`src/rtl/ula_ar_mc.sv`:
```
// Multi-cycle arithmetic unit with a start/done handshake, registered result and flags.
// Add/sub ops finish in one cycle; mul/div/rem iterate one bit per cycle.
module ula_ar_mc #(
  parameter int unsigned BITS = 16
) (
  input  logic            clk,
  input  logic            rst_n,
  input  logic            start,
  input  logic [BITS-1:0] a,
  input  logic [BITS-1:0] b,
  input  logic [4:0]      op,
  output logic            busy,
  output logic            done,
  output logic [BITS-1:0] resu,
  output logic            o,
  output logic            c,
  output logic            s,
  output logic            z,
  output logic            err
);

  localparam int M  = BITS - 1;
  localparam int CW = $clog2(BITS + 1);

  localparam logic [4:0] OpAdd = 5'b00000;
  localparam logic [4:0] OpAdc = 5'b00001;
  localparam logic [4:0] OpInc = 5'b00011;
  localparam logic [4:0] OpSbb = 5'b00100;
  localparam logic [4:0] OpSub = 5'b00101;
  localparam logic [4:0] OpDec = 5'b00110;
  localparam logic [4:0] OpMul = 5'b01000;
  localparam logic [4:0] OpDiv = 5'b01001;
  localparam logic [4:0] OpRem = 5'b01010;

  localparam logic [BITS:0] One = (BITS + 1)'(1);

  typedef enum logic [1:0] {StIdle, StRun, StFin} state_e;

  state_e          state_q;
  logic [CW-1:0]   cnt_q;
  logic [4:0]      op_q;
  logic [BITS-1:0] acc_q, lo_q, opd_q;
  logic            busy_q, done_q, o_q, c_q, s_q, z_q, err_q;
  logic [BITS-1:0] resu_q;

  // Single-cycle datapath, evaluated on the live inputs while idle.
  logic [BITS:0]   ea, eb, sum;
  logic [BITS-1:0] sc_resu;
  logic            sc_o, sc_c, sc_err, sc_legal, sc_multi, arith;

  always_comb begin
    ea       = {1'b0, a};
    eb       = {1'b0, b};
    sum      = '0;
    sc_resu  = '0;
    sc_o     = 1'b0;
    sc_c     = 1'b0;
    sc_err   = 1'b0;
    sc_legal = 1'b1;
    sc_multi = 1'b0;
    arith    = 1'b0;
    case (op)
      OpAdd: begin
        arith = 1'b1;
        sum   = ea + eb;
        sc_o  = (a[M] == b[M]) && (sum[M] != a[M]);
      end
      OpAdc: begin
        arith = 1'b1;
        sum   = ea + eb + One;
        sc_o  = (a[M] == b[M]) && (sum[M] != a[M]);
      end
      OpInc: begin
        arith = 1'b1;
        sum   = ea + One;
        sc_o  = !a[M] && sum[M];
      end
      OpSbb: begin
        arith = 1'b1;
        sum   = ea - eb - One;
        sc_o  = (a[M] != b[M]) && (sum[M] != a[M]);
      end
      OpSub: begin
        arith = 1'b1;
        sum   = ea - eb;
        sc_o  = (a[M] != b[M]) && (sum[M] != a[M]);
      end
      OpDec: begin
        arith = 1'b1;
        sum   = ea - One;
        sc_o  = a[M] && !sum[M];
      end
      OpMul: sc_multi = 1'b1;
      OpDiv: begin
        if (b == '0) begin
          sc_resu = '1;
          sc_err  = 1'b1;
        end else begin
          sc_multi = 1'b1;
        end
      end
      OpRem: begin
        if (b == '0) begin
          sc_resu = a;
          sc_err  = 1'b1;
        end else begin
          sc_multi = 1'b1;
        end
      end
      default: begin
        sc_legal = 1'b0;
        sc_err   = 1'b1;
      end
    endcase
    if (arith) begin
      sc_resu = sum[BITS-1:0];
      sc_c    = sum[BITS];
    end
  end

  // One iteration step. Mul: acc holds the high half, lo shifts out the multiplier.
  // Div: acc is the partial remainder, lo shifts the dividend out and the quotient in.
  logic [BITS:0]   mul_sum, div_sh;
  logic            div_ge;
  logic [BITS-1:0] acc_n, lo_n;

  always_comb begin
    mul_sum = {1'b0, acc_q} + (lo_q[0] ? {1'b0, opd_q} : '0);
    div_sh  = {acc_q, lo_q[BITS-1]};
    div_ge  = div_sh >= {1'b0, opd_q};
    acc_n   = acc_q;
    lo_n    = lo_q;
    if (op_q == OpMul) begin
      acc_n = mul_sum[BITS:1];
      lo_n  = {mul_sum[0], lo_q[BITS-1:1]};
    end else if (div_ge) begin
      acc_n = BITS'(div_sh - {1'b0, opd_q});
      lo_n  = {lo_q[BITS-2:0], 1'b1};
    end else begin
      acc_n = div_sh[BITS-1:0];
      lo_n  = {lo_q[BITS-2:0], 1'b0};
    end
  end

  logic [BITS-1:0] fin_resu;
  logic            fin_c;

  always_comb begin
    fin_resu = (op_q == OpRem) ? acc_q : lo_q;
    fin_c    = (op_q == OpMul) && (acc_q != '0);
  end

  always_ff @(posedge clk or negedge rst_n) begin
    if (!rst_n) begin
      state_q <= StIdle;
      cnt_q   <= '0;
      op_q    <= '0;
      acc_q   <= '0;
      lo_q    <= '0;
      opd_q   <= '0;
      busy_q  <= 1'b0;
      done_q  <= 1'b0;
      resu_q  <= '0;
      o_q     <= 1'b0;
      c_q     <= 1'b0;
      s_q     <= 1'b0;
      z_q     <= 1'b0;
      err_q   <= 1'b0;
    end else begin
      done_q <= 1'b0;
      case (state_q)
        StIdle: begin
          if (start) begin
            if (sc_multi) begin
              op_q    <= op;
              opd_q   <= (op == OpMul) ? a : b;
              lo_q    <= (op == OpMul) ? b : a;
              acc_q   <= '0;
              cnt_q   <= CW'(BITS);
              busy_q  <= 1'b1;
              state_q <= StRun;
            end else begin
              done_q <= 1'b1;
              err_q  <= sc_err;
              // An illegal opcode only reports the error; the previous result stays visible.
              if (sc_legal) begin
                resu_q <= sc_resu;
                o_q    <= sc_o;
                c_q    <= sc_c;
                s_q    <= sc_resu[M];
                z_q    <= (sc_resu == '0);
              end
            end
          end
        end
        StRun: begin
          acc_q <= acc_n;
          lo_q  <= lo_n;
          cnt_q <= cnt_q - CW'(1);
          if (cnt_q == CW'(1)) begin
            busy_q  <= 1'b0;
            state_q <= StFin;
          end
        end
        StFin: begin
          resu_q  <= fin_resu;
          c_q     <= fin_c;
          o_q     <= fin_c;
          s_q     <= fin_resu[M];
          z_q     <= (fin_resu == '0);
          err_q   <= 1'b0;
          done_q  <= 1'b1;
          state_q <= StIdle;
        end
        default: state_q <= StIdle;
      endcase
    end
  end

  assign busy = busy_q;
  assign done = done_q;
  assign resu = resu_q;
  assign o    = o_q;
  assign c    = c_q;
  assign s    = s_q;
  assign z    = z_q;
  assign err  = err_q;

endmodule

```
`config.mk`:
```
export PLATFORM = sky130hd
export DESIGN_NAME = ula_ar_mc
export DESIGN_NICKNAME = d
export VERILOG_FILES = /design/src/rtl/ula_ar_mc.sv
export SDC_FILE = /design/constraint.sdc
export NUM_CORES = 1
export LEC_CHECK = 0
export CAP_MARGIN = 20
export CORE_ASPECT_RATIO = 2
export CORE_MARGIN = 2
export CORE_UTILIZATION = 25
export DETAILED_ROUTE_END_ITERATION = 8
export SLEW_MARGIN = 0
export SYNTH_ARGS = -nofsm -noshare
export SYNTH_HDL_FRONTEND = slang
export SYNTH_SLANG_ARGS = --single-unit
```
`constraint.sdc`:
```
create_clock -name clk -period 7.6 [get_ports clk]
set_input_delay 1.14 -clock clk [delete_from_list [all_inputs] [get_ports clk]]
set_output_delay 1.14 -clock clk [all_outputs]
set_load 0.05 [all_outputs]
```
==> flow_metrics.py <==
metrics = {
    "outcome": {
        "status": "completed",
    },
    "setup_path": {
        "critical_path_required_ns": 7.87,
        "cp_slowest_cell": "o21ai_0",
        "cp-start-kind": "input pin",
        "path_cells": "clkdlybuf4s50_1 -> inv_1 -> ha_1 -> inv_1 -> fa_1 -> a211oi_1 -> o21ai_0 -> a22oi_1 -> nand3b_1 -> nor4_2 -> buf_4 -> nand2b_1 -> xnor2_1 -> a211o_1 -> a2111oi_0 -> nand4_1 -> o31ai_1",
        "crit_top_cell": "inv_1",
        "critPathCaptureType": "flip-flop",
        "slowest_delay_ns": 0.96,
        "crit_arrival_ns": 6.20,
        "critPathMaxFanout": 9,
        "rrSetupSlack_ns": 3.56,
        "criticalPathCategory": "input pin to flip-flop",
    },
    "die": {
        "io_pins": 63,
        "die_x_um": 143.8,
        "die_h_um": 283.6,
        "core_area_um2": 38670,
        "dieArea_um2": 40770,
        "row_count": 102,
        "start_util": 0.2526,
    },
    "grt": {
        "grt_overflow": 0,
        "busiest_layer": "met2",
        "grt_usage": 0.2104,
        "groute.layer.met3.usage": 0.02261,
        "use_met2": 0.4000,
        "grt_pass1_wl_um": 63540,
        "grt_pass1_vias": 10550,
        "antenna_found_initial": 0,
        "grt_max_degree": 67,
        "use_met1": 0.1760,
    },
    "power": {
        "p_leak_nw": 4.750,
        "p_int_mw": 1.841,
        "p_comb_frac": 0.644,
        "ir_drop_v": 0.0001299,
        "seqPwrFrac": 0.236,
        "power.share.clock": 0.120,
        "net-switching-power_mw": 2.026,
        "p_sw_frac": 0.5238,
        "p_per_area_nw_per_um2": 344.4,
    },
    "placed_design": {
        "hpwl_um": 34870,
        "gp_congestion": 0.9875,
        "io_buffers": 62,
        "dp.cells": 1860,
        "dpl_cell_area_um2": 10910,
    },
    "timing": {
        "hold_viol_final": 0,
        "fmax_mhz": 168.7,
        "finalMaxSlewViolations": 0,
        "slew_headroom": 0.1883,
        "tightest_slew_ns": 1.205,
        "fin_setup_tns_ns": 0,
        "setup_viol": 0,
        "skew_ns": 0.01032,
        "hold_slack_ns": 0.4701,
        "rsz0062_at_grt": "false",
        "post-route-min-period_ns": 5.929,
        "final.period_utilization": 0.7802,
    },
    "routing": {
        "wl_per_cell_um": 22.84,
        "drc": 0,
        "drtAntennaViolNets": 0,
        "drtIter0Drc": 592,
        "vias_per_cell": 5.518,
        "drt_wl_total_um": 42900,
        "num_vias": 10362,
        "first_pass_iters": 6,
    },
    "finish": {
        "fin_cells": 1878,
        "final_core_util": 0.2903,
        "layout-drive-gt1-share": 0.04934,
        "syn_to_final_growth_pct": 14.92,
        "mostFrequentLayoutCells": "nand2_1, o21ai_0, nor2_1",
        "antenna_cells": 0,
        "layout_commonest_cell": "nand2_1",
        "layout.nets": 1469,
        "final_area_um2": 11230,
    },
    "min_path": {
        "hp-class": "flip-flop to flip-flop",
    },
    "clock_network": {
        "cts.sinks": 82,
        "cts_buffers": 9,
        "htreeDepth": 3,
        "cts_root_buffer": "clkbuf_16",
        "cts_resized": 0,
        "cts_max_path_buffers": 2,
        "cts.clk_slew.worst_paths_ns": 0.07,
        "clk-insertion-delay-late_ns": 0.36,
        "ctsHoldBuffers": 0,
        "cts_tree": "yes",
        "cts_setup_buffers": 0,
    },
    "yosys": {
        "synth_cell_types": 85,
        "syn-num-nets": 1449,
        "synth_edf_count": 0,
        "synth-seq-cells": 82,
        "synth_cells": 1333,
        "async_flop_share": 1.000,
        "synth-main-ff-cell": "dfrtp_1",
        "syn_avg_cell_area_um2": 7.329,
        "yosysSeqAreaShare": 0.2100,
        "yosys_warnings": 0,
        "syn_area_um2": 9769,
    },
    "flow_run": {
        "cap_violations": 0,
    },
}
power by group through the flow:
stage | sequential (mW) | clock (mW) | combinational [mW]
after floorplan | 0.982 | 0 | 1.63
after global placement | 0.914 | 0 | 2.43
after detailed placement | 0.920 | 0 | 2.46
after CTS | 0.913 | 0.467 | 2.47
after global routing | 0.939 | 0.479 | 2.73
final | 0.914 | 0.462 | 2.49
synthesized netlist by cell type (all sizes together), types with 5 or more instances:
cell type,number,share of area
or4,6,0.0046
a2111oi,6,0.0054
mux2i,37,0.038
o221ai,5,0.0045
and3,11,0.0070
nand4,17,0.011
o31ai,7,0.0054
a211oi,23,0.018
ha,72,0.092
xor2,32,0.029
xnor2,54,0.048
or3,10,0.0064
a211o,12,0.011
inv,64,0.025
nor4,23,0.016
nor3b,5,0.0038
o21bai,10,0.0077
nor3,26,0.013
nand2,185,0.071
a22oi,6,0.0046
nor2b,11,0.0078
a21o,18,0.014
o21ai,151,0.077
a31oi,6,0.0038
nor4b,5,0.0051
o22ai,10,0.0064
and2,23,0.015
o211ai,17,0.013
dfrtp,82,0.21
clkbuf,64,0.025
a21oi,71,0.038
nor2,117,0.045
nand3,34,0.017
nand2b,22,0.014
a221oi,6,0.0054
buf,9,0.0054
and4,5,0.0045
area by class of cell:
cell class | instances | area, µm²
Fill cell | 4177 | 27440
Sequential cell | 82 | 2052
Tap cell | 520 | 650.6
Clock inverter | 7 | 76.32
Inverter | 64 | 240.2
Multi-Input combinational cell | 1114 | 7217
Timing Repair Buffer | 82 | 765.7
Clock buffer | 9 | 225.2
final timing paths:
path | from | end | depth (start not counted)
setup / recovery | a[0] | z | 17
hold / removal | op_q[3] | op_q[3] | 1
setup reg to reg | lo_q[0] | acc_q[15] | 14
hold reg to reg | op_q[3] | op_q[3] | 1
max in group asynchronous | rst_n | op_q[2] | 2
min in group asynchronous | rst_n | done | 1
cells by family (layout without fill, tap and decap cells):
kind of cell	Yosys count	after routing	synth area share
compound gates	396	396	0.2592
xor+xnor	86	86	0.07710
fa+ha+maj	76	76	0.1004
buf+inv	137	162	0.05456
flops	82	82	0.2100
mux	38	38	0.03906
simple gates	518	518	0.2596
metal layers:
layer	part of all wire	up-vias
li1	-	4860
met1	0.31	4907
met2	0.54	401
met3	0.032	194
met4	0.12	0
met5	0	-
stage by stage:
stage	total power [mW]	setup slack [ns]
2_1_floorplan	2.611	3.264
3_3_place_gp	3.343	1.591
3_5_place_dp	3.384	1.529
4_1_cts	3.854	1.873
5_1_grt	4.151	1.470
6_report	3.867	1.671
sequential cells by signal (all words and copies together), names as in the netlist:
signal and count:
acc_q 16, lo_q 16, opd_q 16, resu 15, cnt_q 5, op_q 5, state_q 2, busy 1
c 1, done 1, err 1, o 1, s 1, z 1
critical path, delay by kind of cell:
kind,cells,cell delay [ns]
adders and majority gates,2,0.52
xor gates and xnor gates,1,0.12
buffers and inverters,4,1.13
AOI/OAI and AO/OA,6,2.39
and+or+nand+nor,4,0.90
Note: power is estimated with default switching activity, not from simulation.
